`src/rtl/shared_reg_ctrl_if.sv`:
```
// Client/register bundle for shared_reg_ctrl.
// REQ_LOCK exists only when SHARED_REG_CTRL_LOCK_EN is defined.
interface shared_reg_ctrl_if #(
    parameter int C_WIDTH   = 16,
    parameter int C_NUM_REQ = 4
);
    logic [C_NUM_REQ-1:0]         REQ;
    logic [2*C_NUM_REQ-1:0]       REQ_OP;
    logic [C_WIDTH*C_NUM_REQ-1:0] REQ_D;
`ifdef SHARED_REG_CTRL_LOCK_EN
    logic [C_NUM_REQ-1:0]         REQ_LOCK;
`endif
    logic [C_NUM_REQ-1:0]         GNT;
    logic                         ACK;
    logic                         BUSY;
    logic                         INIT_DONE;
    logic [C_WIDTH-1:0]           REG_D;
    logic                         REG_CE;
    logic                         REG_SCLR;
    logic                         REG_SSET;
    logic                         REG_SINIT;
    logic [C_WIDTH-1:0]           SHADOW_Q;

`ifdef SHARED_REG_CTRL_LOCK_EN
    modport master (
        output REQ, REQ_OP, REQ_D, REQ_LOCK,
        input  GNT, ACK, BUSY, INIT_DONE,
        input  REG_D, REG_CE, REG_SCLR, REG_SSET, REG_SINIT,
        input  SHADOW_Q
    );
    modport slave (
        input  REQ, REQ_OP, REQ_D, REQ_LOCK,
        output GNT, ACK, BUSY, INIT_DONE,
        output REG_D, REG_CE, REG_SCLR, REG_SSET, REG_SINIT,
        output SHADOW_Q
    );
`else
    modport master (
        output REQ, REQ_OP, REQ_D,
        input  GNT, ACK, BUSY, INIT_DONE,
        input  REG_D, REG_CE, REG_SCLR, REG_SSET, REG_SINIT,
        input  SHADOW_Q
    );
    modport slave (
        input  REQ, REQ_OP, REQ_D,
        output GNT, ACK, BUSY, INIT_DONE,
        output REG_D, REG_CE, REG_SCLR, REG_SSET, REG_SINIT,
        output SHADOW_Q
    );
`endif
endinterface

```
`src/rtl/shared_reg_ctrl.sv`:
```
// Round-robin controller sharing one D/CE/SCLR/SSET/SINIT register.
// Optional grantee lock: define SHARED_REG_CTRL_LOCK_EN.
module shared_reg_ctrl #(
    parameter int               C_WIDTH       = 16,
    parameter int               C_NUM_REQ     = 4,
    parameter logic [C_WIDTH-1:0] C_SINIT_VAL = '0,
    parameter int               C_INIT_CYCLES = 2
) (
    input  logic             CLK,
    input  logic             ACLR,
    shared_reg_ctrl_if.slave bus
);
    localparam int         PW     = (C_NUM_REQ > 1) ? $clog2(C_NUM_REQ) : 1;
    localparam logic [3:0] INIT_N = 4'(C_INIT_CYCLES);
    localparam logic [PW-1:0] LAST = PW'(C_NUM_REQ - 1);

    typedef enum logic [1:0] {
        S_INIT,
        S_IDLE,
        S_ISSUE,
        S_DONE
    } state_t;

    state_t               state_q;
    logic [3:0]           cnt_q;
    logic [PW-1:0]        ptr_q;
    logic [PW-1:0]        gidx_q;
    logic [1:0]           op_q;
    logic [C_WIDTH-1:0]   data_q;
    logic [C_WIDTH-1:0]   shadow_q;
    logic [C_NUM_REQ-1:0] gnt_q;
    logic                 ack_q;
    logic                 busy_q;
    logic                 done_q;
    logic                 ce_q;
    logic                 sclr_q;
    logic                 sset_q;
    logic                 sinit_q;

    logic [1:0]         op_a [C_NUM_REQ];
    logic [C_WIDTH-1:0] d_a  [C_NUM_REQ];

    for (genvar g = 0; g < C_NUM_REQ; g++) begin : g_slice
        assign op_a[g] = bus.REQ_OP[2*g +: 2];
        assign d_a[g]  = bus.REQ_D[C_WIDTH*g +: C_WIDTH];
    end

    // First requester at or above the pointer, wrapping around
    logic          win_vld;
    logic [PW-1:0] win_idx;

    always_comb begin
        logic [PW:0] sum;
        win_vld = 1'b0;
        win_idx = '0;
        sum     = '0;
        for (int k = 0; k < C_NUM_REQ; k++) begin
            sum = {1'b0, ptr_q} + (PW+1)'(k);
            if (sum >= (PW+1)'(C_NUM_REQ)) begin
                sum = sum - (PW+1)'(C_NUM_REQ);
            end
            if (!win_vld && bus.REQ[sum[PW-1:0]]) begin
                win_vld = 1'b1;
                win_idx = sum[PW-1:0];
            end
        end
    end

    logic lock_hold;
`ifdef SHARED_REG_CTRL_LOCK_EN
    assign lock_hold = bus.REQ_LOCK[gidx_q] & bus.REQ[gidx_q];
`else
    assign lock_hold = 1'b0;
`endif

    logic [C_WIDTH-1:0] shadow_nxt;
    always_comb begin
        shadow_nxt = shadow_q;
        unique case (op_q)
            2'b00: shadow_nxt = data_q;
            2'b01: shadow_nxt = '0;
            2'b10: shadow_nxt = '1;
            2'b11: shadow_nxt = C_SINIT_VAL;
        endcase
    end

    always_ff @(posedge CLK or posedge ACLR) begin
        if (ACLR) begin
            state_q  <= S_INIT;
            cnt_q    <= '0;
            ptr_q    <= '0;
            gidx_q   <= '0;
            op_q     <= '0;
            data_q   <= '0;
            shadow_q <= '0;
            gnt_q    <= '0;
            ack_q    <= 1'b0;
            busy_q   <= 1'b1;
            done_q   <= 1'b0;
            ce_q     <= 1'b0;
            sclr_q   <= 1'b0;
            sset_q   <= 1'b0;
            sinit_q  <= 1'b0;
        end else begin
            ce_q    <= 1'b0;
            sclr_q  <= 1'b0;
            sset_q  <= 1'b0;
            sinit_q <= 1'b0;
            ack_q   <= 1'b0;
            unique case (state_q)
                S_INIT: begin
                    if (cnt_q < INIT_N) begin
                        sinit_q <= 1'b1;
                        cnt_q   <= cnt_q + 4'd1;
                    end else begin
                        shadow_q <= C_SINIT_VAL;
                        done_q   <= 1'b1;
                        busy_q   <= 1'b0;
                        state_q  <= S_IDLE;
                    end
                end
                S_IDLE: begin
                    if (win_vld) begin
                        gnt_q   <= {{(C_NUM_REQ-1){1'b0}}, 1'b1} << win_idx;
                        gidx_q  <= win_idx;
                        op_q    <= op_a[win_idx];
                        data_q  <= d_a[win_idx];
                        busy_q  <= 1'b1;
                        state_q <= S_ISSUE;
                    end else begin
                        gnt_q <= '0;
                    end
                end
                S_ISSUE: begin
                    unique case (op_q)
                        2'b00: ce_q    <= 1'b1;
                        2'b01: sclr_q  <= 1'b1;
                        2'b10: sset_q  <= 1'b1;
                        2'b11: sinit_q <= 1'b1;
                    endcase
                    state_q <= S_DONE;
                end
                S_DONE: begin
                    ack_q    <= 1'b1;
                    shadow_q <= shadow_nxt;
                    // A locked grantee goes straight back to ISSUE with fresh op/data
                    if (lock_hold) begin
                        op_q    <= op_a[gidx_q];
                        data_q  <= d_a[gidx_q];
                        state_q <= S_ISSUE;
                    end else begin
                        ptr_q   <= (gidx_q == LAST) ? '0 : gidx_q + PW'(1);
                        busy_q  <= 1'b0;
                        state_q <= S_IDLE;
                    end
                end
            endcase
        end
    end

    assign bus.GNT       = gnt_q;
    assign bus.ACK       = ack_q;
    assign bus.BUSY      = busy_q;
    assign bus.INIT_DONE = done_q;
    assign bus.REG_D     = data_q;
    assign bus.REG_CE    = ce_q;
    assign bus.REG_SCLR  = sclr_q;
    assign bus.REG_SSET  = sset_q;
    assign bus.REG_SINIT = sinit_q;
    assign bus.SHADOW_Q  = shadow_q;

endmodule

```
`src/flat_wrapper.sv`:
```
// flat-port wrapper written by rule: the top's interface ports become plain ports
module shared_reg_ctrl_flat 
#(
    parameter int               C_WIDTH       = 16,
    parameter int               C_NUM_REQ     = 4,
    parameter logic [C_WIDTH-1:0] C_SINIT_VAL = '0,
    parameter int               C_INIT_CYCLES = 2
)
  (CLK, ACLR, bus_REQ, bus_REQ_OP, bus_REQ_D, bus_GNT, bus_ACK, bus_BUSY, bus_INIT_DONE, bus_REG_D, bus_REG_CE, bus_REG_SCLR, bus_REG_SSET, bus_REG_SINIT, bus_SHADOW_Q);
  shared_reg_ctrl_if #(.C_WIDTH(C_WIDTH), .C_NUM_REQ(C_NUM_REQ)) bus_i ();
  input  logic CLK;
  input  logic ACLR;
  input wire logic [$bits(bus_i.REQ)-1:0] bus_REQ;
  input wire logic [$bits(bus_i.REQ_OP)-1:0] bus_REQ_OP;
  input wire logic [$bits(bus_i.REQ_D)-1:0] bus_REQ_D;
  output wire logic [$bits(bus_i.GNT)-1:0] bus_GNT;
  output wire logic [$bits(bus_i.ACK)-1:0] bus_ACK;
  output wire logic [$bits(bus_i.BUSY)-1:0] bus_BUSY;
  output wire logic [$bits(bus_i.INIT_DONE)-1:0] bus_INIT_DONE;
  output wire logic [$bits(bus_i.REG_D)-1:0] bus_REG_D;
  output wire logic [$bits(bus_i.REG_CE)-1:0] bus_REG_CE;
  output wire logic [$bits(bus_i.REG_SCLR)-1:0] bus_REG_SCLR;
  output wire logic [$bits(bus_i.REG_SSET)-1:0] bus_REG_SSET;
  output wire logic [$bits(bus_i.REG_SINIT)-1:0] bus_REG_SINIT;
  output wire logic [$bits(bus_i.SHADOW_Q)-1:0] bus_SHADOW_Q;
  assign bus_i.REQ = bus_REQ;
  assign bus_i.REQ_OP = bus_REQ_OP;
  assign bus_i.REQ_D = bus_REQ_D;
  assign bus_GNT = bus_i.GNT;
  assign bus_ACK = bus_i.ACK;
  assign bus_BUSY = bus_i.BUSY;
  assign bus_INIT_DONE = bus_i.INIT_DONE;
  assign bus_REG_D = bus_i.REG_D;
  assign bus_REG_CE = bus_i.REG_CE;
  assign bus_REG_SCLR = bus_i.REG_SCLR;
  assign bus_REG_SSET = bus_i.REG_SSET;
  assign bus_REG_SINIT = bus_i.REG_SINIT;
  assign bus_SHADOW_Q = bus_i.SHADOW_Q;
  shared_reg_ctrl #(.C_WIDTH(C_WIDTH), .C_NUM_REQ(C_NUM_REQ), .C_SINIT_VAL(C_SINIT_VAL), .C_INIT_CYCLES(C_INIT_CYCLES)) u_core (.CLK(CLK), .ACLR(ACLR), .bus(bus_i));
endmodule
```
`config.mk`:
```
export PLATFORM = sky130hd
export DESIGN_NAME = shared_reg_ctrl_flat
export DESIGN_NICKNAME = d
export VERILOG_FILES = /design/src/rtl/shared_reg_ctrl_if.sv /design/src/rtl/shared_reg_ctrl.sv /design/src/flat_wrapper.sv
export SDC_FILE = /design/constraint.sdc
export NUM_CORES = 1
export LEC_CHECK = 0
export CAP_MARGIN = 20
export CORE_UTILIZATION = 40
export CTS_BUF_LIST = sky130_fd_sc_hd__clkbuf_2 sky130_fd_sc_hd__clkbuf_4 sky130_fd_sc_hd__clkbuf_8
export DETAILED_ROUTE_END_ITERATION = 12
export MAX_ROUTING_LAYER = met4
export PLACE_DENSITY = 0.8
export SLEW_MARGIN = 25
export SYNTH_ARGS = -nofsm -noshare
export SYNTH_HDL_FRONTEND = slang
export SYNTH_SLANG_ARGS = --single-unit
```
`constraint.sdc`:
```
create_clock -name CLK -period 1.8 [get_ports CLK]
set_input_delay 0.45 -clock CLK [delete_from_list [all_inputs] [get_ports CLK]]
set_output_delay 0.45 -clock CLK [all_outputs]
set_load 0.01 [all_outputs]
```
; ---- Yosys cells after proc, flatten, opt, wreduce, memory -nomap -nowiden
; Cells that the tools add are included.
[totals]
ff_bits = 55
output_inout_bits = 43
word_cells = 110
input_bits = 78
[classes]
add_sub_neg = 9
n_eq_ne = 9
n_mux = 47
shift = 1
magnitude_cmp = 10
n_reduce_logical = 17
n_bitwise = 2
[ops]
columns = operator, count
row1 = $mux 16, 3
row2 = $pmux 16 s3, 1
row3 = $bmux 16 s2, 1
row4 = $pmux 16 s2, 1
row5 = $mux 2, 13
row6 = $mux 1, 19
row7 = $ge 3x3->1 const B, 4
row8 = $lt 2x3->1 const B, 4
row9 = $eq 2x2->1 const B, 5
row10 = $reduce_and 2->1, 5
row11 = $bmux 1 s2, 4
row12 = $pmux 2 s4, 1
row13 = $sub 2x1->2 const B, 4
row14 = $add 2x2->3 const B, 2
row15 = $add 4x1->4 const B, 1
row16 = $bmux 2 s2, 1
row17 = $eq 2x1->1 const B, 2
row18 = $logic_not 2->1, 2
row19 = $lt 4x2->1 const B, 1
row20 = $mux 4, 1
row21 = $shl 1x2->4 const A, 1
row22 = $add 2x1->3 const B, 1
row23 = $ge 2x3->1 const B, 1
row24 = $logic_and 1x1->1, 3
row25 = other kinds (12), 14

; ---- Longest topological paths before layout
; Gate-level depths: netlist (run 1).
[logic_depth]
depth_word = 18
depth_mapped = 8

; ---- Worst setup path before layout (run 1)
; OpenSTA, ideal clock, no wires.
[synth_path]
kind = register to register
startpoint = register u_core.state_q[1]
endpoint = register u_core.data_q[12], in the netlist u_core.bus.REG_D[12]
setup_ps = 82
path_stages_with_launch = 9
path_buffers = 2
arrival_time_ps = 1593
t_required_ps = 1718
path_slack_ps = 124
cell_sequence = dfrtp_1 -> inv_1 -> ha_1 -> buf_4 -> inv_1 -> nor2_1 -> clkbuf_1 -> nor2_1 -> o22ai_1
[synth_between]
elab_chain_cells = 2
[synth_lines]
columns = element, line_no
row1 = start: declaration, shared_reg_ctrl.sv:24  ; state_t state_q;
row2 = start signal: assignment, shared_reg_ctrl.sv:89  ; state_q <= S_INIT;
row3 = start signal: assignment, shared_reg_ctrl.sv:119  ; state_q <= S_IDLE;
row4 = start signal: assignment, shared_reg_ctrl.sv:129  ; state_q <= S_ISSUE;
row5 = $eq 2x1->1, shared_reg_ctrl.sv:110  ; unique case (state_q)
row6 = $reduce_and 2->1 (no source line), n/a
row7 = end signal: assignment, shared_reg_ctrl.sv:127  ; data_q <= d_a[win_idx];
row8 = end signal: assignment, shared_reg_ctrl.sv:149  ; data_q <= d_a[gidx_q];
row9 = end: declaration, shared_reg_ctrl.sv:29  ; logic [C_WIDTH-1:0] data_q;
; No other way between the ends.
; A chain may end at the register's enable or synchronous reset.

; ---- Final worst setup path (run 1)
[layout_path]
startpoint = register u_core.data_q[12], in the netlist u_core.bus.REG_D[12]
endpoint = output bus_REG_D[12]
[layout_rtl]
columns = element, line_no
row1 = end: declaration, flat_wrapper.sv:20  ; output wire logic [$bits(bus_i.REG_D)-1:0] bus_REG_D;
; No word-level cell between the ends.

==> summary.txt, run 1 <==
Synthesized flop and latch total: 55
CTS Buf Count: 5
Core Rows: 31
Post-Syn Instances: 294
Total gr overflow: 0
CTS tree: built
Placed cells: 513
Crit path arrival time: 1.34 ns
Final #Nets: 531
Wire length of the first global-routing pass: 14900 um
Rel. slew slack: 58.9%
Via-to-Cell Ratio: 5.47
Dpl hpwl: 6460 um
M3 GR Usage: 3.58%
Max Clock Skew: 0.00762 ns
Core ar.: 7210 sq um
Crit path max-delay cell type: clkdlybuf4s50_1
Layout filler cell count: 548
PortBufs: 120
CTS sink count: 55
Register area share after synthesis: 46.5%
Die footprint: 7760 sq um
Max cap viols: 0
Fraction of layout cells with a size suffix above 1: 21.4%
Root Buffer: clkbuf_8
Post-Layout Cell Count: 547
Number of synthesized flops with an enable pin: 0
Synth Area per Inst: 10.1 sq um
Bufs and invs on worst path: 1
Power per standard cell area: 1540 nW/um^2
Vias in the first global route: 2993
Async SR Flop Fraction: 100%
Grt peak-use layer: met2
Yosys warning total: 0
Routed wire length per instance: 17.8 um
Maximum clock path buffer count: 2
Routed WL: 9740 um
Synth-to-Final Area Change: 62.7%
Setup violations, final: 0
Syn Nets: 378
Worst EP required: 1.35 ns
N_diodes: 0
Final Hold Vio Count: 0
Maximum VDD drop: 0.838 mV
Critical path launch point: u_core.bus.REG_D[12]$_DFFE_PP0P_
Hold Buf Count CTS: 0
Fin area: 4820 sq um
Worst setup margin: 0.00888 ns
CP Max Fanout: 4
Tmin final: 1.79 ns
Worst min path class: reg2reg
Grt met1 use: 31.3%
Cell area after synthesis: 2960 sq um
Vias: 2991
Detailed Routing Iterations Pass 1: 5
Crit path max-delay family: buffers and inverters
Starting Density: 41.1%
Setup WS pre-CTS: -0.542 ns
Final worst-path cycle share: 99.5%
I/O pins: 121
Final Max Tran Viols: 0
Outcome: finished, final reports clean
Worst Tran Pin Value: 0.617 ns
M2 GR Usage: 43.6%
Later-pin clock latency in the skew report: 0.32 ns
Area after DPL: 4360 sq um
Number of DRC markers in iteration 0: 189
Leading register cell type out of synthesis: dfrtp_1
RePlAce Congestion: 0.877
Clock transition at path regs: 0.10 ns
Max stage delay on crit path: 0.58 ns
Count of unique library cells instantiated by Yosys: 41
Worst Path Class, Setup: reg2out
Die Y: 88.1 um
R2r startpoint: u_core.ptr_q[0]$_DFFE_PP0P_
CP Capture Type: output pin
Startpoint Class: register
Remaining DRCs: 0
Critical-path cell list: clkdlybuf4s50_1
Min-delay src: u_core.cnt_q[3]$_DFFE_PP0P_
Overall Global Routing Usage: 26.4%
H-Tree Depth: 2
Leak pwr: 2.07 nW
Maximum clock frequency: 558 MHz
Fin Setup TNS: 0 ns
Routed Antenna Nets: 0
Die width: 88.1 um
Antenna violations before repair: 0
Largest net degree at the start of global routing: 56
logic make-up (layout without fill, tap and decap cells):
logic type | Yosys count | count (layout) | synth area share [%]
AOI/OAI and AO/OA | 112 | 113 | 25.7
and+or+nand+nor | 68 | 69 | 10.8
DFF | 55 | 55 | 46.5
buffers and inverters | 30 | 182 | 6.54
muxes | 22 | 22 | 7.60
adders and majority gates | 6 | 6 | 2.53
xor gates and xnor gates | 1 | 1 | 0.296
synth_stat cells (2+ instances only):
master / number / area (sq um)
a21o_1: 3 / 22.5
a21oi_1: 3 / 15.0
a221oi_1: 9 / 78.8
a221oi_2: 9 / 135
buf_2: 5 / 25.0
buf_4: 3 / 22.5
buf_6: 4 / 45.0
buf_8: 3 / 45.0
clkbuf_1: 8 / 30.0
dfrtp_1: 54 / 1350
ha_1: 6 / 75.1
inv_1: 7 / 26.3
mux2_2: 4 / 45.0
mux2i_1: 18 / 180
nand2_1: 25 / 93.8
nand2b_1: 2 / 12.5
nor2_1: 25 / 93.8
nor2b_1: 3 / 18.8
nor3_1: 2 / 10.0
nor3b_1: 2 / 15.0
o21ai_0: 60 / 300
o21bai_1: 2 / 15.0
o22ai_1: 19 / 119
cell type report:
class | instances | area, sq um | area share (%)
Sequential cell | 55 | 1380 | 28.6
Clock buffer | 6 | 76.3 | 1.58
Timing Repair Buffer | 167 | 1680 | 34.8
Inverter | 7 | 26.3 | 0.545
Clock inverter | 2 | 16.3 | 0.337
Tap cell | 99 | 124 | 2.57
Multi-Input combinational cell | 211 | 1520 | 31.6
metal layers:
layer | vias to the layer above | wire length, um
met5 | - | 0
met4 | 0 | 340
met3 | 28 | 504
met2 | 135 | 5050
met1 | 1432 | 3840
li1 | 1396 | -
path summary, 6_finish.rpt:
| path | endpoint | slack, ns | cells past startpoint |
|---|---|---|---|
| min in group asynchronous | u_core.cnt_q[3]$_DFFE_PP0P_ | 0.49 | 3 |
| worst min-delay path | u_core.cnt_q[3]$_DFFE_PP0P_ | 0.39 | 0 |
| worst min register to register | u_core.cnt_q[3]$_DFFE_PP0P_ | 0.39 | 0 |
| max in group asynchronous | u_core.bus.BUSY$_DFFE_PP1P_ | 1.02 | 3 |
| worst max register to register | u_core.op_q[1]$_DFFE_PP0P_ | 0.11 | 6 |
| worst max-delay path | bus_REG_D[12] | 0.009 | 1 |
what timing repair did:
action,4_1_cts,5_1_grt
setup endpoints to repair,19,24
pin swaps,5,4
setup buffers,10,13
cloned,4,0
gates resized for setup,28,12
flip-flops by register name (all words and copies together) (netlist names), 2 cells and up:
name and flops:
u_core.bus.REG_D 16, u_core.bus.SHADOW_Q 16, u_core.bus.GNT 4, u_core.cnt_q 4
u_core.gidx_q 2, u_core.op_q 2, u_core.ptr_q 2, u_core.state_q 2
where the power goes:
group	total [mW]	internal [mW]	switching [mW]
Clock	0.722	0.296	0.426
Sequential	2.25	1.75	0.498
Combinational	4.45	2.34	2.11
Total	7.42	4.39	3.03
cell usage in the layout (no fill, tap or decap), types with 6 or more instances in the layout:
master	count
a221oi_1	7
mux2i_1	17
a221oi_2	10
nand2_1	25
inv_1	6
buf_4	35
nor2_1	23
dfrtp_1	51
o22ai_1	17
ha_1	6
o21ai_0	58
clkdlybuf4s50_1	112
per-stage QoR:
stage / utilization [%] / hold slack, ns / power (mW)
5_1_grt: 66.9 / 0.397 / 7.87
6_report: 66.9 / 0.388 / 7.42
3_3_place_gp: 60.4 / 0.370 / 5.83
3_5_place_dp: 60.5 / 0.369 / 6.00
4_1_cts: 65.2 / 0.394 / 7.11
2_1_floorplan: - / 0.429 / 4.32
Note: power is estimated with default switching activity, not from simulation.
==> inputs of run 2 (changes only) <==
- CAP_MARGIN: 20 -> 15
==> results of run 2 <==
No change in the layout: final DEF, timing and power equal those of run 1.
